$ cat src/rtl/duhu_pkg.sv
// Shared types for the data-hazard/forwarding unit.
package duhu_pkg;

    localparam logic [1:0] FWD_RF  = 2'b00;
    localparam logic [1:0] FWD_EX  = 2'b01;
    localparam logic [1:0] FWD_MEM = 2'b10;
    localparam logic [1:0] FWD_WB  = 2'b11;

    typedef struct packed {
        logic       v;
        logic [4:0] rd;
        logic       le;
        logic       ld;
    } sb_slot_t;

    function automatic logic is_prod(sb_slot_t s, logic [4:0] r);
        return s.v && s.le && (s.rd == r) && (r != 5'd0);
    endfunction

endpackage

$ cat src/rtl/data_hazard_unit_fwd_select.sv
// Per-operand forwarding select and load-hit detection.
module fwd_select
    import duhu_pkg::*;
(
    input  logic       use_i,
    input  logic [4:0] r_i,
    input  sb_slot_t   ex_i,
    input  sb_slot_t   mem_i,
    input  sb_slot_t   wb_i,
    output logic [1:0] sel_o,
    output logic       ld_hit_o
);

    logic hit_ex;
    logic hit_mem;
    logic hit_wb;

    assign hit_ex  = use_i && is_prod(ex_i, r_i);
    assign hit_mem = use_i && is_prod(mem_i, r_i);
    assign hit_wb  = use_i && is_prod(wb_i, r_i);

    // Youngest producer wins.
    always_comb begin
        sel_o = FWD_RF;
        priority case (1'b1)
            hit_ex:  sel_o = FWD_EX;
            hit_mem: sel_o = FWD_MEM;
            hit_wb:  sel_o = FWD_WB;
            default: sel_o = FWD_RF;
        endcase
    end

    assign ld_hit_o = hit_ex && ex_i.ld;

endmodule

$ cat src/rtl/data_hazard_unit.sv
// Data-hazard/forwarding unit: EX/MEM/WB scoreboard, forwarding and load-use stall.
module data_hazard_unit
    import duhu_pkg::*;
#(
    parameter int FWD_W = 2,
    parameter int CNT_W = 16
) (
    input  logic             clk,
    input  logic             rst,
    input  logic             A_S_ID,
    input  logic             B_S_ID,
    input  logic             D_S_ID,
    input  logic             ID_NOP_ID,
    input  logic [4:0]       RS1_ID,
    input  logic [4:0]       RS2_ID,
    input  logic [4:0]       RD_ID,
    input  logic             RF_LE_ID,
    input  logic             L_ID,
    input  logic             FLUSH_ID,
    output logic [FWD_W-1:0] FWD_A,
    output logic [FWD_W-1:0] FWD_B,
    output logic [FWD_W-1:0] FWD_D,
    output logic             LE_IF,
    output logic             LE_ID,
    output logic             NOP_EX,
    output logic [CNT_W-1:0] STALL_CNT
);

    sb_slot_t         ex_q, ex_d;
    sb_slot_t         mem_q;
    sb_slot_t         wb_q;
    logic [CNT_W-1:0] cnt_q, cnt_d;

    logic       live;
    logic [1:0] sel_a, sel_b, sel_d;
    logic       hit_a, hit_b, hit_d;
    logic       stall;

    // Outputs are held at their idle values while reset is asserted.
    assign live = ~rst & ~ID_NOP_ID;

    fwd_select u_fwd_a (
        .use_i    (live & A_S_ID),
        .r_i      (RS1_ID),
        .ex_i     (ex_q),
        .mem_i    (mem_q),
        .wb_i     (wb_q),
        .sel_o    (sel_a),
        .ld_hit_o (hit_a)
    );

    fwd_select u_fwd_b (
        .use_i    (live & B_S_ID),
        .r_i      (RS2_ID),
        .ex_i     (ex_q),
        .mem_i    (mem_q),
        .wb_i     (wb_q),
        .sel_o    (sel_b),
        .ld_hit_o (hit_b)
    );

    fwd_select u_fwd_d (
        .use_i    (live & D_S_ID),
        .r_i      (RD_ID),
        .ex_i     (ex_q),
        .mem_i    (mem_q),
        .wb_i     (wb_q),
        .sel_o    (sel_d),
        .ld_hit_o (hit_d)
    );

    assign stall  = (hit_a | hit_b | hit_d) & ~FLUSH_ID;
    assign LE_IF  = ~stall;
    assign LE_ID  = ~stall;
    assign NOP_EX = ~rst & (stall | FLUSH_ID);
    assign FWD_A  = FWD_W'(sel_a);
    assign FWD_B  = FWD_W'(sel_b);
    assign FWD_D  = FWD_W'(sel_d);
    assign STALL_CNT = cnt_q;

    always_comb begin
        ex_d = '0;
        if (!(ID_NOP_ID | stall | FLUSH_ID)) begin
            ex_d.v  = 1'b1;
            ex_d.rd = RD_ID;
            ex_d.le = RF_LE_ID;
            ex_d.ld = L_ID;
        end
        cnt_d = cnt_q;
        if (stall && (cnt_q != '1)) cnt_d = cnt_q + 1'b1;
    end

    always_ff @(posedge clk) begin
        if (rst) begin
            ex_q  <= '0;
            mem_q <= '0;
            wb_q  <= '0;
            cnt_q <= '0;
        end else begin
            ex_q  <= ex_d;
            mem_q <= ex_q;
            wb_q  <= mem_q;
            cnt_q <= cnt_d;
        end
    end

endmodule

$ cat config.mk
export PLATFORM = sky130hd
export DESIGN_NAME = data_hazard_unit
export DESIGN_NICKNAME = d
export VERILOG_FILES = /design/src/rtl/duhu_pkg.sv /design/src/rtl/data_hazard_unit_fwd_select.sv /design/src/rtl/data_hazard_unit.sv
export SDC_FILE = /design/constraint.sdc
export NUM_CORES = 1
export LEC_CHECK = 0
export ABC_AREA = 1
export CAP_MARGIN = 15
export CORE_UTILIZATION = 40
export DETAILED_ROUTE_END_ITERATION = 6
export MAX_ROUTING_LAYER = met4
export PLACE_DENSITY = 0.71
export SLEW_MARGIN = 10
export SYNTH_ARGS = -nofsm -noshare
export SYNTH_HDL_FRONTEND = slang
export SYNTH_HIERARCHICAL = 1
export SYNTH_SLANG_ARGS = --single-unit
$ cat constraint.sdc
create_clock -name clk -period 2.5 [get_ports clk]
set_input_delay 0.375 -clock clk [delete_from_list [all_inputs] [get_ports clk]]
set_output_delay 0.375 -clock clk [all_outputs]
set_load 0.01 [all_outputs]
; ---- After elaboration in Yosys (flattened, before gate mapping)
; Cells that the tools add are included.
; Widths: inputs -> output; s select.
[word_totals]
ramBits = 0
word_cells = 85
output_inout_bits = 25
romBits = 0
latchBits = 0
register_bits = 38
input_bits = 24
n_memories = 0
[classes]
mux = 10
eq_ne = 10
n_lt_le_gt_ge = 0
shifts = 0
bitwise = 15
add_sub_neg = 1
div = 0
mul = 0
reduce_logical = 38
[ops]
columns = operator, n
row1 = $eq 5x5->1, 9
row2 = $logic_and 1x1->1, 34
row3 = $mux 2, 9
row4 = $add 16x1->16 const B, 1
row5 = $ne 16x16->1 const B, 1
row6 = $reduce_bool 5->1, 3
row7 = $mux 8, 1
row8 = $and 1x1->1, 6
row9 = $or 1x1->1, 5
row10 = $not 1->1, 4
row11 = $reduce_or 2->1, 1

; ---- Longest topological paths before layout
; Gate-level depths: netlist of the first run.
[depth]
word_depth = 11
ltp_mapped = 16
depth_no_buf = 15

; ---- By module
; The synthesis of the first run kept the hierarchy.
[by_module_without_submodules]
columns = module, area_each_um2, n_inst, seq_area_each_um2, cells_per_inst
row1 = data_hazard_unit, 1660.3, 1, 800.8, 235
row2 = fwd_select, 314.1, 3, 0.0, 67

; ---- Least setup slack after synthesis of the first run
; No wires, ideal clock.
[synth_timing]
path_type = input -> output
startpoint = input port rst
endpoint = output port LE_IF
setup_slack_ns = 0.087
path_buffers = 2
cell_stages = 13
arrival_ns = 2.038
t_required_ns = 2.125
cell_sequence = clkbuf_1 -> or2_2 -> nor2_1 -> nand3_1 -> nor2_1 -> nand2_1 -> nor2_2 -> inv_2 -> nor2_2 -> inv_1 -> a21oi_4 -> inv_1 -> buf_4
[synth_between]
elab_chain_cells = 9
[synth_rtl]
columns = item, line
row1 = from (decl), data_hazard_unit.sv:9  ; input logic rst,
row2 = $not 1->1, data_hazard_unit.sv:40  ; assign live = ~rst & ~ID_NOP_ID;
row3 = $and 1x1->1, data_hazard_unit.sv:40
row4 = $and 1x1->1, data_hazard_unit.sv:43  ; .use_i (live & A_S_ID),
row5 = $logic_and 1x1->1, data_hazard_unit_fwd_select.sv:18  ; assign hit_ex = use_i && is_prod(ex_i, r_i);
row6 = $logic_and 1x1->1, data_hazard_unit_fwd_select.sv:33  ; assign ld_hit_o = hit_ex && ex_i.ld;
row7 = via hit_a, data_hazard_unit.sv:36  ; logic hit_a, hit_b, hit_d;
row8 = $or 1x1->1 (2 in a row), data_hazard_unit.sv:72  ; assign stall = (hit_a | hit_b | hit_d) & ~FLUSH_ID;
row9 = $and 1x1->1, data_hazard_unit.sv:72
row10 = $not 1->1, -
row11 = to (decl), data_hazard_unit.sv:23  ; output logic LE_IF,
; The timed path passes the listed nets, and every way through them passes these cells.

; ---- Final worst setup path of the first run
[layout_timing]
startpoint = input port RD_ID[1]
endpoint = output port LE_ID
[layout_between]
elab_chain_cells = 8
[layout_rtl]
columns = item, line
row1 = from (decl), data_hazard_unit.sv:16  ; input logic [4:0] RD_ID,
row2 = $eq 5x5->1, duhu_pkg.sv:17  ; return s.v && s.le && (s.rd == r) && (r != 5'd0);
row3 = $logic_and 1x1->1, duhu_pkg.sv:17
row4 = $logic_and 1x1->1 (*), duhu_pkg.sv:17
row5 = $logic_and 1x1->1 (*), data_hazard_unit_fwd_select.sv:18
row6 = $logic_and 1x1->1 (*), data_hazard_unit_fwd_select.sv:33
row7 = via hit_d, data_hazard_unit.sv:36
row8 = $or 1x1->1 (*), data_hazard_unit.sv:72
row9 = $and 1x1->1 (*), data_hazard_unit.sv:72
row10 = $not 1->1 (*), data_hazard_unit.sv:74  ; assign LE_ID = ~stall;
row11 = to (decl), data_hazard_unit.sv:24  ; output logic LE_ID,
; The timed path passes the listed nets; every way through them passes the cells marked *.

==> results of run 1 <==
## per-stage QoR
stage	setup slack, ps	cell area (sq um)	total power, W	std cells
after floorplan	87.4	2550	0.000715	430
after global placement	-487	3360	0.000814	583
after detailed placement	-545	3360	0.000817	583
after global routing	-4.36	3610	0.00140	599
final	91.4	3610	0.00133	599
after CTS	23.6	3570	0.00135	599
## per-layer routing
metal | track usage (%) | part of all wire [%]
met3 | 4.56 | 5.3
met4 | 10.0 | 2.7
met5 | - | 0
met2 | 40.4 | 49
met1 | 25.3 | 43
## placed cells by master, fill, tap and decap left out, types with 8 or more instances in the layout
cell type        count
nor2_1              75
inv_1               63
nand3_1             15
inv_2               12
nand2_1            123
xnor2_1             28
buf_4               41
dfxtp_1             38
nor2_4               8
a21oi_1             13
o21ai_0             10
nor2_2              13
clkdlybuf4s50_1     33
## registers in the layout, summed over array words and instances, names as in the netlist
signal and flops:
ex_q 8, STALL_CNT 16, mem_q 7, wb_q 7
## power groups by stage
stage | combinational (W) | sequential (W) | clock, W
floorplan | 0.0000827 | 0.000632 | 0
global placement | 0.000179 | 0.000635 | 0
detailed placement | 0.000182 | 0.000635 | 0
CTS | 0.000188 | 0.000621 | 0.000538
global route | 0.000208 | 0.000623 | 0.000568
finish | 0.000190 | 0.000621 | 0.000519
## final cells by class
class	instances	area, sq um	share of cell area (%)
Sequential cell	38	761	21.1
Multi-Input combinational cell	312	1570	43.6
Inverter	76	285	7.91
Timing Repair Buffer	90	788	21.9
Clock inverter	1	30.0	0.832
Clock buffer	7	76.3	2.12
Tap cell	75	93.8	2.60
## worst min-delay path: cells and delay by family, from the launching register on
kind / cells / cell delay [ps]
buf+inv: 1 / 60
flops: 1 / 330
simple gates: 1 / 30
## path summary, 6_finish.rpt
check / startpoint / end
worst min register to register: mem_q[7] / wb_q[7]
worst max-delay path: RD_ID[1] / LE_ID
worst min-delay path: mem_q[7] / wb_q[7]
worst max register to register: ex_q[4] / STALL_CNT[11]
## repair_timing
action                     in CTS  in global routing
buffers inserted                8                  0
setup endpoints to repair      11                 21
pin swaps                      11                 12
cloned                          0                  0
resized for setup              47                 19
==> impl_results.md, run 1 <==
* Worst rel slew slack at 80.6%
* Cells after synthesis at 430
* Crit-path cells: clkdlybuf4s50_1 > xor2_1 > nor2_1 > nand2_1 > nor2_2 > inv_2 > nor2_4 > nor2_4 > a21oi_4 > inv_2 > buf_6
* Max cap viols at 0
* CTS max path bufs at 2
* R2R setup slack at 290 ps
* Data required time of the worst path at 2120 ps
* Final setup viols at 0
* Combinational Power Share at 14.3%
* Die X at 81.8 microns
* Hold depth at 2
* Leakage dissipation at 1.53 nW
* CP Launch Type: input port
* Endpoints failing hold at 0
* Routed vias at 2,786
* Placement row count at 28
* HPWL after DPL at 5.27 mm
* Die area at 0.00669 sq mm
* Antenna diodes at 0
* Worst path slowest cell: clkdlybuf4s50_1
* Synthesized area at 0.00255 sq mm
* Largest delay share family, worst path: buffers and inverters
* Critical Path AT at 2030 ps
* Vias in the first global route at 2,587
* GRT overflow at 0
* Setup TNS at 0 ps
* Critical path depth at 11
* Chip height at 81.8 microns
* Final period util at 96.3%
* CTS Sinks at 38
* Final nets at 548
* Antenna violations before repair at 0
* Hold slack final at 455 ps
* Worst min-delay path class: reg -> reg
* CTS tree: yes
* Max rail drop VDD at 290 uV
* DR iter-0 viols at 165
* Core Region at 0.00603 sq mm
* DRC at 0
* Area growth from synthesis to layout at 41.6%
* Antenna viol nets, final at 0
* Layout cells sized above 1 at 18.7%
* CP Max Fanout at 3
* Fill cells at 564
* Total wire length at 7.06 mm
* Total track usage at 23.1%
* Switch share at 24.4%
* Ys Warns at 6
* Outcome: complete, no violations
* Root buffer selected by CTS: clkbuf_8
* Clock power share at 39.0%
* Num ports at 49
* Routed length per instance at 11.8 microns
* Worst Tran Pin Value at 291 ps
* Cts hold-fix bufs at 0
* Worst Path Buf+Inv at 4
* Fin util at 59.9%
* Syn nets at 455
* Placer Congestion at 0.913
* Internal Pwr Total at 0.00101 W
* H-tree Lvls at 2
* Worst Reg-to-Reg Cells at 17
* Sequential share of power at 46.7%
* Max Fclk at 415 MHz
* Routed vias/inst at 4.65
* Switching Power at 0.000325 W
* Starting Density at 42.3%
* Largest net degree at the start of global routing at 24
* CP endpoint kind: output port
* CP peak stage delay at 480 ps
* First-pass GRT wire length at 11.2 mm
* CTS buffer count at 5
* Mapped Avg Cell Area at 5.92 sq um
* CP Class: in -> out
* Clock period minus worst slack at 2410 ps
* I/O Buffers at 48
* Pre-antenna DRT Iters at 4
* Final Skew at 4.25 ps
* Final slew viol count at 0
* Worst skew pair latency at 290 ps
* Clk slew on worst S/H paths at 70 ps
* Pwr dens at 369 mW/mm^2
Power figures use the tool's default switching activity.
==> run 2, diff against run 1 <==
--- a/config.mk
+++ b/config.mk
@@ -6,12 +6,12 @@
 export NUM_CORES = 1
 export LEC_CHECK = 0
 export ABC_AREA = 1
-export CAP_MARGIN = 15
 export CORE_UTILIZATION = 40
+export CTS_CLUSTER_SIZE = 12
 export DETAILED_ROUTE_END_ITERATION = 6
 export MAX_ROUTING_LAYER = met4
 export PLACE_DENSITY = 0.71
-export SLEW_MARGIN = 10
+export SLEW_MARGIN = 20
 export SYNTH_ARGS = -nofsm -noshare
 export SYNTH_HDL_FRONTEND = slang
 export SYNTH_HIERARCHICAL = 1
==> results of run 2 <==
The final DEF is identical to that of run 1; final timing and power are the same.
==> run 3, diff against run 2 <==
--- a/config.mk
+++ b/config.mk
@@ -9,6 +9,7 @@
 export CORE_UTILIZATION = 40
 export CTS_CLUSTER_SIZE = 12
 export DETAILED_ROUTE_END_ITERATION = 6
+export GPL_TIMING_DRIVEN = 0
 export MAX_ROUTING_LAYER = met4
 export PLACE_DENSITY = 0.71
 export SLEW_MARGIN = 20
==> run 3 against run 2 <==
Effect of this change:
- critical path depth up 2
- clock power rose by 21%
- total power is 5.4% higher
- worst hold slack lost 76 ps
- critical endpoint unchanged
==> impl_results.md, run 3 (synthesis results as in run 1) <==
* Hold Path Sink: STALL_CNT[4]
* HPWL after DPL at 4.73 mm
* Worst path slowest cell: or2_4
* Final cell count without fillers at 567
* Layout cells sized above 1 at 12.2%
* Antenna viol nets, final at 0
* Total wire length at 6.26 mm
* Final period util at 94.5%
* Largest net degree at the start of global routing at 14
* CP Class: in -> out
* Commonest non-fill, non-tap cells in the layout: nand2_1, nor2_1, inv_1
* Die area at 0.00669 sq mm
* R2R Path Start: ex_q[1]
* Clock period minus worst slack at 2360 ps
* Hold depth at 3
* Pwr dens at 418 mW/mm^2
* I/O Buffers at 47
* Antenna diodes at 0
* Final setup viols at 0
* Worst rel slew slack at 69.3%
* Placer Congestion at 0.846
* Worst min-delay path class: in -> reg
* Vias in the first global route at 2,415
* Routed length per instance at 11.0 microns
* Starting Density at 42.3%
* CP endpoint kind: output port
* CP peak stage delay at 290 ps
* Pre-antenna DRT Iters at 4
* Crit-path cells: buf_12 > or2_4 > nor2_4 > nand3_2 > nor2_2 > nand2_1 > nor2_2 > inv_2 > nor2_2 > inv_2 > a21oi_4 > inv_2 > buf_2
* Placed Cells at 552
* Register Area at 761 sq um
* Hold Crit Start: rst
* Data required time of the worst path at 2120 ps
* DRC at 0
* DR iter-0 viols at 98
* Cts hold-fix bufs at 0
* Worst skew pair latency at 300 ps
* Outcome: complete, no violations
* Total track usage at 20.9%
* Final slew viol count at 0
* Area growth from synthesis to layout at 31.8%
* Placement row count at 28
* R2R setup slack at 260 ps
* First-pass GRT wire length at 10.4 mm
* Chip height at 81.8 microns
* Routed vias at 2,628
* Max rail drop VDD at 307 uV
* Hold slack final at 379 ps
* CP Max Fanout at 5
* Largest delay share family, worst path: simple AND/OR/NAND/NOR gates
* Critical Path AT at 1990 ps
* Final nets at 516
* Multi-input logic area at 0.00155 sq mm
* RR Endpoint: STALL_CNT[7]
* Final Skew at 10.8 ps
* Num ports at 49
* Antenna violations before repair at 0
* Worst Tran Pin Value at 461 ps
* GRT overflow at 0
* Leakage dissipation at 1.39 nW
* Max Fclk at 423 MHz
* H-tree Lvls at 2
* CP Launch Type: input port
* Max cap viols at 0
* CTS Sinks at 38
* Fill cells at 605
* Endpoints failing hold at 0
* Die X at 81.8 microns
* Worst Reg-to-Reg Cells at 13
* Worst Path Buf+Inv at 5
* Max FFs per register at 16
* Most common cell after layout, fill and taps aside: nand2_1
* CTS tree: yes
* Clk slew on worst S/H paths at 80 ps
* Routed vias/inst at 4.63
* CTS buffer count at 5
* Core Region at 0.00603 sq mm
* CTS max path bufs at 2
* RSZ-0062 raised after global routing: false
* Root buffer selected by CTS: clkbuf_8
## run 3: changes by cell type in the layout (fill, tap and decap cells not counted), moves of 3 or more
| cell | delta |
|---|---|
| buf_4 | -33 |
| dlygate4sd2_1 | +18 |
| nor2_2 | -3 |
| nor2_1 | +4 |
| clkdlybuf4s50_1 | -13 |
## run 3: report_power, final
group	internal [W]	switching, W
Combinational	0.0000679	0.0000845
Clock	0.000400	0.000229
Sequential	0.000612	0.00000967
Total	0.00108	0.000323
## run 3: worst max-delay path by stage
stage | slack [ps] | end | from | depth (start not counted)
detailed placement | -790 | LE_IF | ID_NOP_ID | 14
CTS | -7 | LE_IF | D_S_ID | 14
global route | 5 | STALL_CNT[7] | rst | 16
floorplan | 90 | LE_IF | rst | 13
global placement | -780 | LE_IF | ID_NOP_ID | 14
finish | 140 | LE_ID | rst | 13
## run 3: final cells by class
type,instances,area share [%]
flip-flops and latches,38,22.7
clock inverters,3,2.05
multi-input cells,312,46.2
plain buffers,3,0.820
inverters,76,8.49
well taps,75,2.79
repair buffers,55,14.9
clock buffers,5,2.05
## run 3: routing by layer
metal	vias to the layer above	wire (microns)	global-route usage, %
li1	1404	-	-
met1	1150	2780	23.6
met2	63	3050	37.3
met3	11	306	3.33
met4	0	124	6.84
met5	-	0	-
## run 3: timing repair
item	in CTS	in global routing
buffers inserted	3	5
pin swaps	15	10
gates resized for setup	57	10
endpoints found under the setup margin	18	13
## run 3: stage by stage
step | setup slack (ps) | util [%] | setup TNS, ps | total power (W) | cell area (sq um)
after detailed placement | -794 | 51.6 | -9550 | 0.000785 | 3110
after global placement | -778 | 51.6 | -8980 | 0.000783 | 3110
after global routing | 4.78 | 55.7 | 0 | 0.00147 | 3360
after CTS | -6.68 | 54.9 | -6.68 | 0.00142 | 3310
after floorplan | 87.4 | - | 0 | 0.000715 | 2550
final | 137 | 55.7 | 0 | 0.00140 | 3360
## run 3: tightest hold or removal path, delay by kind of cell
kind,cells,cell delay [ps]
buffers and inverters,2,210
AOI/OAI and AO/OA,1,40
==> RTL change 1: new RTL, settings of run 2 <==
The parameter `FWD_W` goes from 2 to 3.
--- a/src/rtl/data_hazard_unit.sv
+++ b/src/rtl/data_hazard_unit.sv
@@ -2,7 +2,7 @@
 module data_hazard_unit
     import duhu_pkg::*;
 #(
-    parameter int FWD_W = 2,
+    parameter int FWD_W = 3,
     parameter int CNT_W = 16
 ) (
     input  logic             clk,
Interface: changed (resized FWD_A, FWD_B and FWD_D); port bits go from 49 to 52. No check against the original RTL was run, so the function may have changed too.
==> RTL change 1 against run 2 <==
Sequential cell count is the same. Clock skew grew 2.4 ps. Routed wire length shrank 3.6%. Non-clock buffer count shrank 4. Total power shrank 0.60%. Area after synthesis grew 1.0%. Setup slack gained 19 ps. Final area shrank 2.3%. Sequential power is essentially flat. Hold slack is essentially flat. Utilization shrank 1.7 points. Synthesized cell count grew 0.93%. Die area grew 1.0%. Critical path type unchanged. Highest routed layer unchanged.
==> RTL change 1: results (changes against run 2) <==
- Hold path start: rst
- Placed Cells incl. Taps: 583 (unchanged)
- TritonCTS Buffers: 5 (unchanged)
- Mapped Cells: 434 (+0.93%)
- Worst hold path type: in2reg
- Vias/cell: 4.59 (-1.2%)
- Hpwl dp: 5350 µm (+1.6%)
- Layout net count: 547 (-0.18%)
- Detailed Route Iter0 Violations: 103 (-38%)
- Total Wirelength: 6810 µm (-3.6%)
- Total placed instance area: 3350 µm² (-0.34%)
- Layout cell share with drive strength beyond 1: 0.164 (-0.0226)
- Synth warnings: 6 (unchanged)
- DR vias: 2747 (-1.4%)
- Final Skew: 6.70 ps (+2.45 ps)
- Initial antenna violation count: 0 (unchanged)
- Reg-to-reg endpoint: STALL_CNT[15]
- Reg2Reg Setup Slack: 280 ps
- First-pass GRT wire length: 11000 µm (-1.8%)
- Vias in the first global route: 2443 (-5.6%)
- Launching point of the worst reg2reg path: ex_q[2]
- Arr. time, crit path: 2010 ps (-20 ps)
- Max VDD drop: 280 µV (-3.4%)
- Worst-case clock buffer depth: 2 (unchanged)
- Largest net degree at the start of global routing: 24 (unchanged)
- Outcome: complete, no violations
- CP Max Fanout: 4 (+1)
- Tot GR Track Use: 0.224 (-0.00687)
- Static Leak: 1.50 nW (-1.8%)
- Routability congestion estimate: 0.909 (-0.45%)
- Hold-critical path endpoint: ex_q[7]
- Fill cell count: 581 (+3.0%)
- Worst hold slack: 455 ps (-0.390 ps)
- PD cells: 375 nW/µm² (+1.7%)
- Cell depth of the worst hold path: 3 (+1)
- Pre-CTS WS: -530 ps (+15.6 ps)
-- RTL change 1: worst max-delay path by stage --
stage                     startpoint  endpoint  slack [ps]  depth (start not counted)
after floorplan                  rst     LE_IF          90                         13
after global placement           rst    NOP_EX        -480                         14
after CTS                  RS1_ID[0]  FWD_A[1]           1                         11
final                      RS1_ID[2]     LE_ID         110                         12
after detailed placement         rst    NOP_EX        -530                         14
after global routing       RS2_ID[4]     LE_ID         0.6                         13
-- RTL change 1: repair_timing --
action / in CTS / in global routing
endpoints found under the hold margin: 0 / 0
pin swaps: 8 / 7
buffers inserted: 6 / 1
resized for setup: 33 / 14
endpoints found under the setup margin: 9 / 7
-- RTL change 1: cell type report --
class                      count  share of cell area
inverter                      76              0.0809
timing repair buffer          86               0.211
tap                           75              0.0266
multi-input combinational    315               0.434
clock inverter                 3              0.0114
clock buffer                   5              0.0195
sequential                    38               0.216
-- RTL change 1: power by group --
part	switching, mW	leakage [nW]	internal, mW	total (mW)
clock	0.219	0.0579	0.294	0.512
combinational	0.0944	1.14	0.0938	0.188
sequential	0.00984	0.307	0.612	0.622
-- RTL change 1: metal layers --
| metal | global-route usage | vias up | wire length (µm) |
|---|---|---|---|
| li1 | - | 1466 | - |
| met3 | 0.0374 | 10 | 304 |
| met4 | 0.0649 | 0 | 112 |
| met1 | 0.263 | 1211 | 3060 |
| met2 | 0.392 | 60 | 3320 |
| met5 | - | - | 0 |
-- RTL change 1: metrics by stage --
stage / setup TNS [ps] / power (mW)
2_1_floorplan: 0 / 0.721
3_3_place_gp: -5230 / 0.816
3_5_place_dp: -6910 / 0.819
4_1_cts: 0 / 1.34
5_1_grt: 0 / 1.39
6_report: 0 / 1.32
-- RTL change 1: worst max-delay path: stages --
cell             delay [ps]
clkdlybuf4s50_1         490
nand2_1                 100
o21ai_0                  80
nor2_1                  160
nand2_1                 100
nor2_2                  140
inv_2                    50
nor2_2                   90
inv_2                    70
a21oi_4                 160
inv_2                    80
buf_6                   120
==> RTL change 2: new RTL, settings of run 2 <==
Made on the original files. Make the reset (`rst`) asynchronous in one clocked block.
--- a/src/rtl/data_hazard_unit.sv
+++ b/src/rtl/data_hazard_unit.sv
@@ -90,7 +90,7 @@
         if (stall && (cnt_q != '1)) cnt_d = cnt_q + 1'b1;
     end
 
-    always_ff @(posedge clk) begin
+    always_ff @(posedge clk or posedge rst) begin
         if (rst) begin
             ex_q  <= '0;
             mem_q <= '0;
Formal check against the unedited RTL: differs if rst is asserted again (counterexample within 4 cycles, from zero or initial values and one cycle with rst high); with rst held inactive, the same outputs for 10 cycles.
==> RTL change 2 against run 2 <==
Register-to-register slack improved by 100 ps. Routed wire length shrank 4.6%. Area after synthesis up 3.2%. Sequential cell count did not move. Final area rose by 1.9%. Total power up 12%. Setup slack better by 55 ps. Synthesized cell count fell by 6.3%. Global-route usage is 2.2 points lower. First-iteration DRC count is 32% lower. Critical path type unchanged. Largest cell class unchanged.
==> RTL change 2: results (changes against run 2) <==
- Worst hold path type: in2async
- Post-Route M1 WL: 3020 µm (-1.1%)
- Slowest CP cell: clkdlybuf4s50_1
- Launching point of the worst reg2reg path: ex_q[2]
- Vias in the first global route: 2604 (+0.66%)
- I/O Buffers: 48 (unchanged)
- Worst slew pin tran: 473 ps (+183 ps)
- Layout cell share with drive strength beyond 1: 0.182 (-0.00466)
- Initial antenna violation count: 0 (unchanged)
- Vias/cell: 4.70 (+1.1%)
- M3 GR Usage: 0.0278 (-0.0177)
- Layout net count: 523 (-4.6%)
- Placed Cells incl. Taps: 563 (-3.4%)
- Crit-path max cell delay: 460 ps (-20 ps)
- Mapped Cells: 403 (-6.3%)
- Static Leak: 1.89 nW (+24%)
- Worst-case clock buffer depth: 2 (unchanged)
- CP Max Fanout: 2 (-1)
- Reg-to-reg endpoint: STALL_CNT[4]
- Met2 Wirelength: 3350 µm (-2.6%)
- Synth warnings: 6 (unchanged)
- Switch share: 0.238 (-0.00638)
- CP startpoint: B_S_ID
- Clk root buf: clkbuf_8
- Clock transition at path regs: 80 ps
- Clock H-tree levels: 2 (unchanged)
- Cell Count, Final, Fillers Out: 576 (-3.8%)
- Outcome: complete, no violations
- Reg2Reg Depth: 17 (unchanged)
- Worst Setup EP: FWD_B[0]
- Total Wirelength: 6740 µm (-4.6%)
- GR Util met1: 0.246 (-0.00685)
- Final Skew: 5.77 ps (+1.52 ps)
- Max VDD drop: 230 µV (-20%)
- Arr. time, crit path: 1980 ps (-50 ps)
- Reg2Reg Setup Slack: 390 ps (+100 ps)
- Antenna fix cells: 0 (unchanged)
- Largest register FFs: 16 (unchanged)
- Post-synthesis net count: 428 (-5.9%)
- Pre-antenna DRT Iters: 4 (unchanged)
- Hpwl dp: 5260 µm (-0.13%)
- First-pass GRT wire length: 11300 µm (+0.37%)
- Detailed Route Iter0 Violations: 113 (-32%)
- Crit path max-delay family: buffers and inverters
- TritonCTS Buffers: 5 (unchanged)
- Grt met2 use: 0.371 (-0.0330)
- Top Layer Used: met4
- Routed length on met3: 251 µm (-33%)
- Largest net degree at the start of global routing: 39 (+63%)
- Tot GR Track Use: 0.209 (-0.0221)
- Routability congestion estimate: 0.850 (-6.9%)
-- RTL change 2: power groups by stage --
stage / clock (mW) / combinational [mW] / sequential, mW
2_1_floorplan: 0 / 0.0988 / 0.655
3_3_place_gp: 0 / 0.201 / 0.661
3_5_place_dp: 0 / 0.204 / 0.662
4_1_cts: 0.647 / 0.209 / 0.649
5_1_grt: 0.675 / 0.233 / 0.653
6_report: 0.631 / 0.208 / 0.649
-- RTL change 2: timing repair --
item                                    in CTS  in global routing
resized for setup                           36                 10
buffers inserted                             4                  1
pin swaps                                   10                  7
endpoints found under the setup margin      21                 22
hold buffers                                 0                  0
-- RTL change 2: how the worst min path moves through the flow --
stage               slack (ps)      end  cells past startpoint  startpoint
global placement           400  wb_q[1]                      0    mem_q[1]
floorplan                  370  wb_q[1]                      0    mem_q[1]
CTS                        420  wb_q[1]                      0    mem_q[1]
finish                     250  ex_q[1]                      3         rst
global route               300  wb_q[5]                      3         rst
detailed placement         410  wb_q[1]                      0    mem_q[1]
-- RTL change 2: cell type report --
type,instances,area [µm²]
Clock buffer,5,68.8
Clock inverter,3,68.8
Fill cell,605,2680
Inverter,70,268
Multi-Input combinational cell,292,1430
Sequential cell,38,951
Tap cell,77,96.3
Timing Repair Buffer,91,796
-- RTL change 2: worst min-delay path: cells and delay by family --
kind                   cells  cell delay (ps)
buffers and inverters      3              620
-- RTL change 2: per-stage QoR --
step	total power, mW	setup WS (ps)	area (µm²)	hold slack, ps	setup TNS (ps)
2_1_floorplan	0.754	353	2630	373	0
3_3_place_gp	0.861	-469	3480	396	-6850
3_5_place_dp	0.866	-515	3480	406	-8290
4_1_cts	1.51	3.75	3650	424	0
5_1_grt	1.56	0.934	3670	301	0
6_report	1.49	146	3670	249	0
